## config.mk

```make
export PLATFORM = sky130hd
export DESIGN_NAME = vga_fb_arbiter
export DESIGN_NICKNAME = d
export VERILOG_FILES = /design/src/rtl/vga_fb_arbiter.sv
export SDC_FILE = /design/constraint.sdc
export NUM_CORES = 1
export LEC_CHECK = 0
export ABC_CLOCK_PERIOD_IN_PS = 7260
export CORE_ASPECT_RATIO = 2
export CORE_MARGIN = 2
export CORE_UTILIZATION = 43
export DETAILED_ROUTE_END_ITERATION = 8
export PLACE_DENSITY = 0.95
export SLEW_MARGIN = 25
export SYNTH_ARGS = -nofsm -noshare
export SYNTH_HDL_FRONTEND = slang
export SYNTH_SLANG_ARGS = --single-unit
```

## constraint.sdc

```tcl
create_clock -name CLK -period 7.26 [get_ports CLK]
set_input_delay 1.452 -clock CLK [delete_from_list [all_inputs] [get_ports CLK]]
set_output_delay 1.452 -clock CLK [all_outputs]
set_load 0.02 [all_outputs]
```

## src/rtl/vga_fb_arbiter.sv

```systemverilog
// vga_fb_arbiter
// ----------------------------------------------------------------------------
// Shares the single-port framebuffer RAM between the display pixel fetch and
// a pixel writer (drawing engine, CPU bridge, ...). During the horizontal
// fetch window of a visible line the display owns the RAM every cycle. Outside
// that window a waiting writer is served one pixel per cycle with a
// request/acknowledge handshake. Fetched pixels come back one cycle later and
// are presented, registered-strobe qualified, to the colour output stage.
//
// Ports
//   CLK          pixel clock, rising edge
//   RST_N        asynchronous active-low reset
//   HCOUNT       horizontal counter, 0..799
//   V_ACTIVE     current line is a visible line
//   FRAME_START  one-cycle pulse at start of frame, restarts the read address
//   WR_REQ       writer requests one pixel write
//   WR_ADDR      write address, held while WR_REQ=1 and WR_ACK=0
//   WR_DATA      write data, same hold rule
//   WR_ACK       one-cycle pulse: the write is performed this cycle
//   MEM_ADDR     RAM address
//   MEM_WDATA    RAM write data
//   MEM_WE       RAM write enable
//   MEM_RDATA    RAM read data, valid one cycle after the address
//   PIX_DATA     pixel to display, 0 when PIX_VALID=0
//   PIX_VALID    PIX_DATA holds a fetched pixel
// ----------------------------------------------------------------------------
`timescale 1ns/1ps

module vga_fb_arbiter #(
    parameter int ADDR_W      = 19,
    parameter int DATA_W      = 8,
    parameter int PIXELS      = 307200,
    parameter int FETCH_START = 143,
    parameter int FETCH_LEN   = 640
) (
    input  logic              CLK,
    input  logic              RST_N,
    input  logic [9:0]        HCOUNT,
    input  logic              V_ACTIVE,
    input  logic              FRAME_START,
    input  logic              WR_REQ,
    input  logic [ADDR_W-1:0] WR_ADDR,
    input  logic [DATA_W-1:0] WR_DATA,
    output logic              WR_ACK,
    output logic [ADDR_W-1:0] MEM_ADDR,
    output logic [DATA_W-1:0] MEM_WDATA,
    output logic              MEM_WE,
    input  logic [DATA_W-1:0] MEM_RDATA,
    output logic [DATA_W-1:0] PIX_DATA,
    output logic              PIX_VALID
);

    localparam logic [9:0]        WIN_FIRST = 10'(FETCH_START);
    localparam logic [9:0]        WIN_LAST  = 10'(FETCH_START + FETCH_LEN - 1);
    localparam logic [ADDR_W-1:0] LAST_ADDR = ADDR_W'(PIXELS - 1);

    typedef enum logic [1:0] {
        IDLE,
        WRITE,
        FETCH,
        FLUSH
    } state_t;

    // state_now is the owner of the RAM in the current cycle; it is decided
    // combinationally so a write can be granted in the very cycle WR_REQ rises.
    // state_reg remembers last cycle's owner for sequencing (FETCH -> FLUSH).
    state_t            state_now;
    state_t            state_reg;

    logic              in_window;
    logic              fetch_en;
    logic [ADDR_W-1:0] rd_addr;
    logic [ADDR_W-1:0] fetch_addr;
    logic              pix_valid_q;

    assign in_window = V_ACTIVE && (HCOUNT >= WIN_FIRST) && (HCOUNT <= WIN_LAST);

    // FRAME_START overrides the running address, even for a fetch in the
    // same cycle, so the first pixel of a frame always comes from address 0.
    assign fetch_addr = FRAME_START ? '0 : rd_addr;

    // State register: only records who owned the RAM last cycle.
    always_ff @(posedge CLK or negedge RST_N) begin
        if (!RST_N) begin
            state_reg <= IDLE;
        end else begin
            state_reg <= state_now;
        end
    end

    // Ownership decision and RAM outputs for the current cycle. The display
    // always wins inside the window; a competing writer simply keeps WR_REQ
    // high and is served on the first cycle outside it. While RST_N is low
    // everything is forced idle so the outputs clear without waiting a clock.
    always_comb begin
        state_now = IDLE;
        WR_ACK    = 1'b0;
        MEM_WE    = 1'b0;
        MEM_ADDR  = '0;
        MEM_WDATA = '0;
        fetch_en  = 1'b0;

        if (!RST_N) begin
            state_now = IDLE;
        end else if (in_window) begin
            state_now = FETCH;
        end else if (WR_REQ) begin
            state_now = WRITE;
        end else if (state_reg == FETCH) begin
            state_now = FLUSH;
        end else begin
            state_now = IDLE;
        end

        case (state_now)
            WRITE: begin
                WR_ACK    = 1'b1;
                MEM_WE    = 1'b1;
                MEM_ADDR  = WR_ADDR;
                MEM_WDATA = WR_DATA;
            end
            FETCH: begin
                fetch_en = 1'b1;
                MEM_ADDR = fetch_addr;
            end
            default: begin
            end
        endcase
    end

    // Display read address: advances once per fetch, wraps at the end of the
    // frame buffer and restarts on FRAME_START. It holds on blanking lines.
    always_ff @(posedge CLK or negedge RST_N) begin
        if (!RST_N) begin
            rd_addr <= '0;
        end else if (fetch_en) begin
            rd_addr <= (fetch_addr == LAST_ADDR) ? '0 : fetch_addr + ADDR_W'(1);
        end else if (FRAME_START) begin
            rd_addr <= '0;
        end
    end

    // RAM read data arrives one cycle after the address, so the fetch strobe
    // is delayed by one register to mark it. The cycle after the last fetch
    // (FLUSH, or a write) is where the final pixel of the line is shown.
    always_ff @(posedge CLK or negedge RST_N) begin
        if (!RST_N) begin
            pix_valid_q <= 1'b0;
        end else begin
            pix_valid_q <= fetch_en;
        end
    end

    assign PIX_VALID = pix_valid_q;
    assign PIX_DATA  = pix_valid_q ? MEM_RDATA : '0;

endmodule
```

### Yosys cells after proc, flatten, opt, wreduce, memory -nomap -nowiden

Index checks and enable logic that the tools add are counted.

* register bits after elaboration: 22
* output and inout port bits: 38

* equality and inequality tests: 4
* mux-type cells: 12
* order comparisons: 2
* $add $sub $neg: 1
* reduce and logical (&&, ||, !) cells: 2

Operators by type and width (count)
* $mux 19: 3
* $pmux 19 s2: 1
* $add 19x1->19 const B: 1
* $eq 19x19->1 const B: 1
* $mux 8: 2
* $ge 10x8->1 const B: 1
* $le 10x10->1 const B: 1
* $mux 2: 4
* $eq 2x2->1 const B: 2
* $eq 2x1->1 const B: 1
* $logic_and 1x1->1: 2
* $mux 1: 2

### Depth between registers and ports, before layout

* depth in word-level cells: 8
* depth in mapped cells: 10

### Worst setup path after synthesis

Ideal clock, no wire load.

* path type: input port to output port
* from: in HCOUNT[6]
* to: out MEM_ADDR[10]
* setup slack: 2.088 ns
* stages: 10
* data arrival time: 3.720 ns
* cell sequence: or3_1 > or3_1 > a22oi_1 > and2_1 > ha_1 > nor2b_1 > buf_2 > buf_1 > a22oi_1 > nor2_1

* word-level cells in the longest chain between the ends: 7

Ends and longest elaborated chain
* from (decl): line 38 `input logic [9:0] HCOUNT,`
* $ge 10x8->1: line 76 `assign in_window = V_ACTIVE && (HCOUNT >= WIN_FIRST) && (HCOUNT <= WIN_LAST);`
* $logic_and 1x1->1: line 76
* $logic_and 1x1->1 *: line 76
* $mux 2 *: line 105 `end else if (in_window) begin`
* $mux 2 *: line 103 `if (!RST_N) begin`
* net state_now[1]: line 67 `state_t state_now;`
* $eq 2x2->1 or $eq 2x1->1 (tied branches): line 115 `case (state_now)`
* $pmux 19 s2 *: line 115
* to (decl): line 45 `output logic [ADDR_W-1:0] MEM_ADDR,`

The timed path passes the listed nets; every way through them passes the cells marked *.

### Final worst setup path

* from: in HCOUNT[6]
* to: out MEM_ADDR[15]

The elaborated chain is that of the path after synthesis.

==> Implementation_results.wiki <==
{| class="wikitable"
! Metric !! Value
|-
| Run status || complete, no violations
|-
| Setup violations, final || 0
|-
| GRT Overall Usage || 27.2%
|-
| R2r startpoint || state_reg[0]
|-
| # diodes || 0
|-
| Pre-Repair DR Iteration Count || 4
|-
| Met2 usage in global routing || 45.2%
|-
| Worst path cell trace || clkdlybuf4s50_1, or3_1, or3_1, a22oi_1, and2_1, ha_1, buf_4, nor2b_1, buf_4, a22oi_1, nor2_1, clkdlybuf4s50_1
|-
| End point of the critical path || MEM_ADDR[15]
|-
| Critical path endpoint category || output port
|-
| Start-to-end type of the worst setup path || primary input to output port
|-
| Maximum level of the CTS H-tree || 1
|-
| Total setup buffers inserted after CTS || 0
|-
| YS warnings || 0
|-
| Worst setup path startpoint || HCOUNT[6]
|-
| Hpwl dp || 4280 um
|-
| Share of flip-flops with an asynchronous set or reset || 100%
|-
| Number of register bits inferred by synthesis || 22
|-
| Count of clock tree sinks || 22
|-
| Clk Latency, worst-skew pair || 0.27 ns
|-
| Port bufs || 87
|-
| Portion of the post-synthesis area used by sequential elements || 33.2%
|-
| Max reg flops || 19
|-
| DR iter-0 viols || 92
|-
| Highest clock rate || 0.164 GHz
|-
| Area of the mapped netlist || 1660 um2
|-
| Power per cell area || 125 nW/um2
|-
| Antenna violation net count after detailed routing || 0
|-
| Pin count of the biggest net entering global routing || 30
|-
| Clock tree buffer depth || 2
|-
| Aggregate global routing overflow || 0
|-
| Placeable Area || 3760 um2
|-
| Root buffer cell || clkbuf_8
|-
| Dominant cell type by area after synthesis || dfrtp_1
|-
| Width of the die || 47.9 um
|-
| Most common cell in the synthesized netlist || nor2_1
|-
| Number of global-route vias before repair || 1,946
|-
| Synth top cells by count || nor2_1 (29), dfrtp_1 (22), a22oi_1 (21)
|-
| Number of fill cells || 308
|-
| # Max-Cap Violations || 0
|-
| Gr busiest metal || met2
|-
| Synthesized netlist cell count || 199
|-
| Die area || 4400 um2
|-
| Worst Clk Skew || 0.00206 ns
|-
| Final routed DRC violation total || 0
|-
| Cell family with the largest share of critical-path delay || buffers and inverters
|-
| Maximum vdd drop || 147 uV
|-
| Layout net count || 337
|-
| Synth-to-layout area growth || 59.5%
|-
| Area taken by multi-input logic gates || 1050 um2
|-
| Clock buffer count from CTS || 3
|-
| Capture instance of the worst register-to-register path || rd_addr[18]
|-
| Global-route wire length before repair || 8910 um
|-
| Clock Pin Slew Worst Setup and Hold Paths || 0.08 ns
|-
| Mean Syn Cell Area || 8.33 um2
|-
| Count of hold-fix buffers inserted at cts || 0
|-
| Effective utilization at floorplan || 44.0%
|-
| Fraction of met3 tracks used by global routing || 5.31%
|-
| Most area-consuming cells after synthesis || dfrtp_1 (33%), a22oi_1 (9.5%), nor2_1 (6.6%), and2_1 (6.4%), nand2_1 (2.9%)
|-
| Count of standard-cell rows || 32
|-
| Worst relative slew slack || 36.6%
|-
| Slowest stage cell, crit path || clkdlybuf4s50_1
|-
| Routed via count divided by cell count || 5.85
|-
| I/O pin cnt || 88
|-
| Maximum fanout along the worst path || 19
|-
| Sum of routed wire length over all layers || 5660 um
|-
| Primary flip-flop cell chosen by synthesis mapping || dfrtp_1
|-
| Data required time of the worst path || 5.81 ns
|-
| Logic depth of the worst setup path including buffers || 12
|-
| Static leakage || 1.00 nW
|-
| Arrival time at the worst endpoint || 4.66 ns
|-
| Vias after detailed routing || 1,953
|-
| RSZ-0062 raised after global routing || false
|-
| Yosys top cell area share || 33.2%
|-
| Average wire length per cell after detail routing || 17.0 um
|-
| Post-CTS Resized || 0
|-
| Final Hold Viols || 0
|-
| Number of flops mapped to enable cells by yosys || 0
|-
| Final weighted congestion in routability-driven placement || 0.956
|-
| Die height || 91.8 um
|-
| Startpoint of the worst hold path || rd_addr[9]
|-
| Synth unique cells || 45
|-
| Number of cells on the worst reg-to-reg path || 11
|-
| Register area || 551 um2
|-
| Final Critical Period || 6.12 ns
|-
| TritonCTS clock tree || done
|-
| Critical path buffer and inverter count || 4
|-
| Met1 Resource Use GR || 32.5%
|-
| Type of the tightest min-delay check || flip-flop to flip-flop
|-
| R2R Setup Slk || 4.40 ns
|-
| Transition time of the tightest slew-check pin || 0.951 ns
|-
| Net count after synthesis || 252
|-
| Final core occ || 70.2%
|-
| Number of antenna violations at the first check in global routing || 0
|-
| Period Utilization, post-route || 84.2%
|-
| Fin Setup TNS || 0 ns
|-
| Count of final max-slew check failures || 0
|-
| Largest stage delay on the critical path || 0.62 ns
|-
| Proportion of layout cells with a drive suffix above 1 || 5.30%
|-
| Worst Setup Start Kind || primary input
|}
==> metal layers <==
layer	up-vias	routed length, um
met4	0	102
met2	142	2890
met3	10	651
met1	902	2020
met5	-	0
li1	899	-
==> cell type report <==
| class | count | area share (%) |
|---|---|---|
| clock buffer | 3 | 1.56 |
| sequential | 22 | 20.8 |
| clock inverter | 1 | 1.14 |
| timing repair buffer | 90 | 33.8 |
| multi-input combinational | 164 | 39.8 |
| tap | 51 | 2.41 |
| inverter | 3 | 0.426 |
==> cell usage in the layout (no fill, tap or decap), types with 2 or more instances in the layout <==
| cell type | Yosys | layout |
|---|---|---|
| dfrtp_1 | 22 | 22 |
| a22oi_1 | 21 | 21 |
| and4b_1 | 2 | 2 |
| nor2b_1 | 7 | 7 |
| clkbuf_8 | 0 | 3 |
| and3_1 | 3 | 3 |
| inv_1 | 3 | 3 |
| nor3_1 | 4 | 4 |
| or3_1 | 4 | 4 |
| nand4b_1 | 2 | 2 |
| o21a_1 | 2 | 2 |
| o21ai_0 | 6 | 6 |
| nand3_1 | 4 | 4 |
| nor2_1 | 29 | 29 |
| buf_4 | 1 | 3 |
| or4_1 | 3 | 3 |
| and2_1 | 17 | 17 |
| nand4_1 | 5 | 5 |
| clkdlybuf4s50_1 | 0 | 87 |
| ha_1 | 3 | 3 |
| o31ai_1 | 4 | 4 |
| nor4_1 | 2 | 2 |
| xor2_1 | 4 | 4 |
| xnor2_1 | 5 | 5 |
| nand2_1 | 13 | 13 |
| a21oi_1 | 6 | 6 |
==> worst register-to-register path, stage by stage (launching register included) <==
cell     delay (ns)
dfrtp_1        0.40
nor3b_1        0.37
nor3_1         0.10
a22oi_1        0.24
and2_1         0.18
ha_1           0.15
buf_4          0.20
nor2b_1        0.16
buf_4          0.27
nand3_1        0.14
or4_1          0.42
a21oi_1        0.17
==> report_power, final <==
part	total [mW]	switching, mW	internal [mW]
clock network	0.118	0.0445	0.0738
logic	0.0854	0.0396	0.0458
registers	0.126	0.00164	0.124
==> worst min path at each step <==
stage / end / slack (ns) / depth (start not counted)
floorplan: rd_addr[9] / 0.52 / 2
global placement: rd_addr[9] / 0.56 / 2
detailed placement: rd_addr[8] / 0.58 / 2
CTS: rd_addr[9] / 0.60 / 2
global route: rd_addr[8] / 0.62 / 2
finish: rd_addr[9] / 0.60 / 2
==> through the flow <==
stage               area, um2  worst slack (ns)  cells  power (mW)  hold WS (ns)
detailed placement       2570              1.14    330       0.214         0.578
global route             2640             0.902    334       0.341         0.617
CTS                      2640              1.15    334       0.329         0.603
global placement         2570              1.27    330       0.211         0.562
floorplan                1660              2.09    199       0.163         0.525
finish                   2640              1.14    334       0.330         0.601
==> kinds of logic (layout without fill, tap and decap cells) <==
kind of cell,after synthesis,count (layout),synth area share (%)
adder cells (fa/ha/maj),3,3,2.26
AO/OA/AOI/OAI,46,46,19.5
AND/OR/NAND/NOR,106,106,37.0
buffers and inverters,13,97,3.25
XOR/XNOR,9,9,4.75
flip-flops,22,22,33.2
Power figures use the tool's default switching activity.
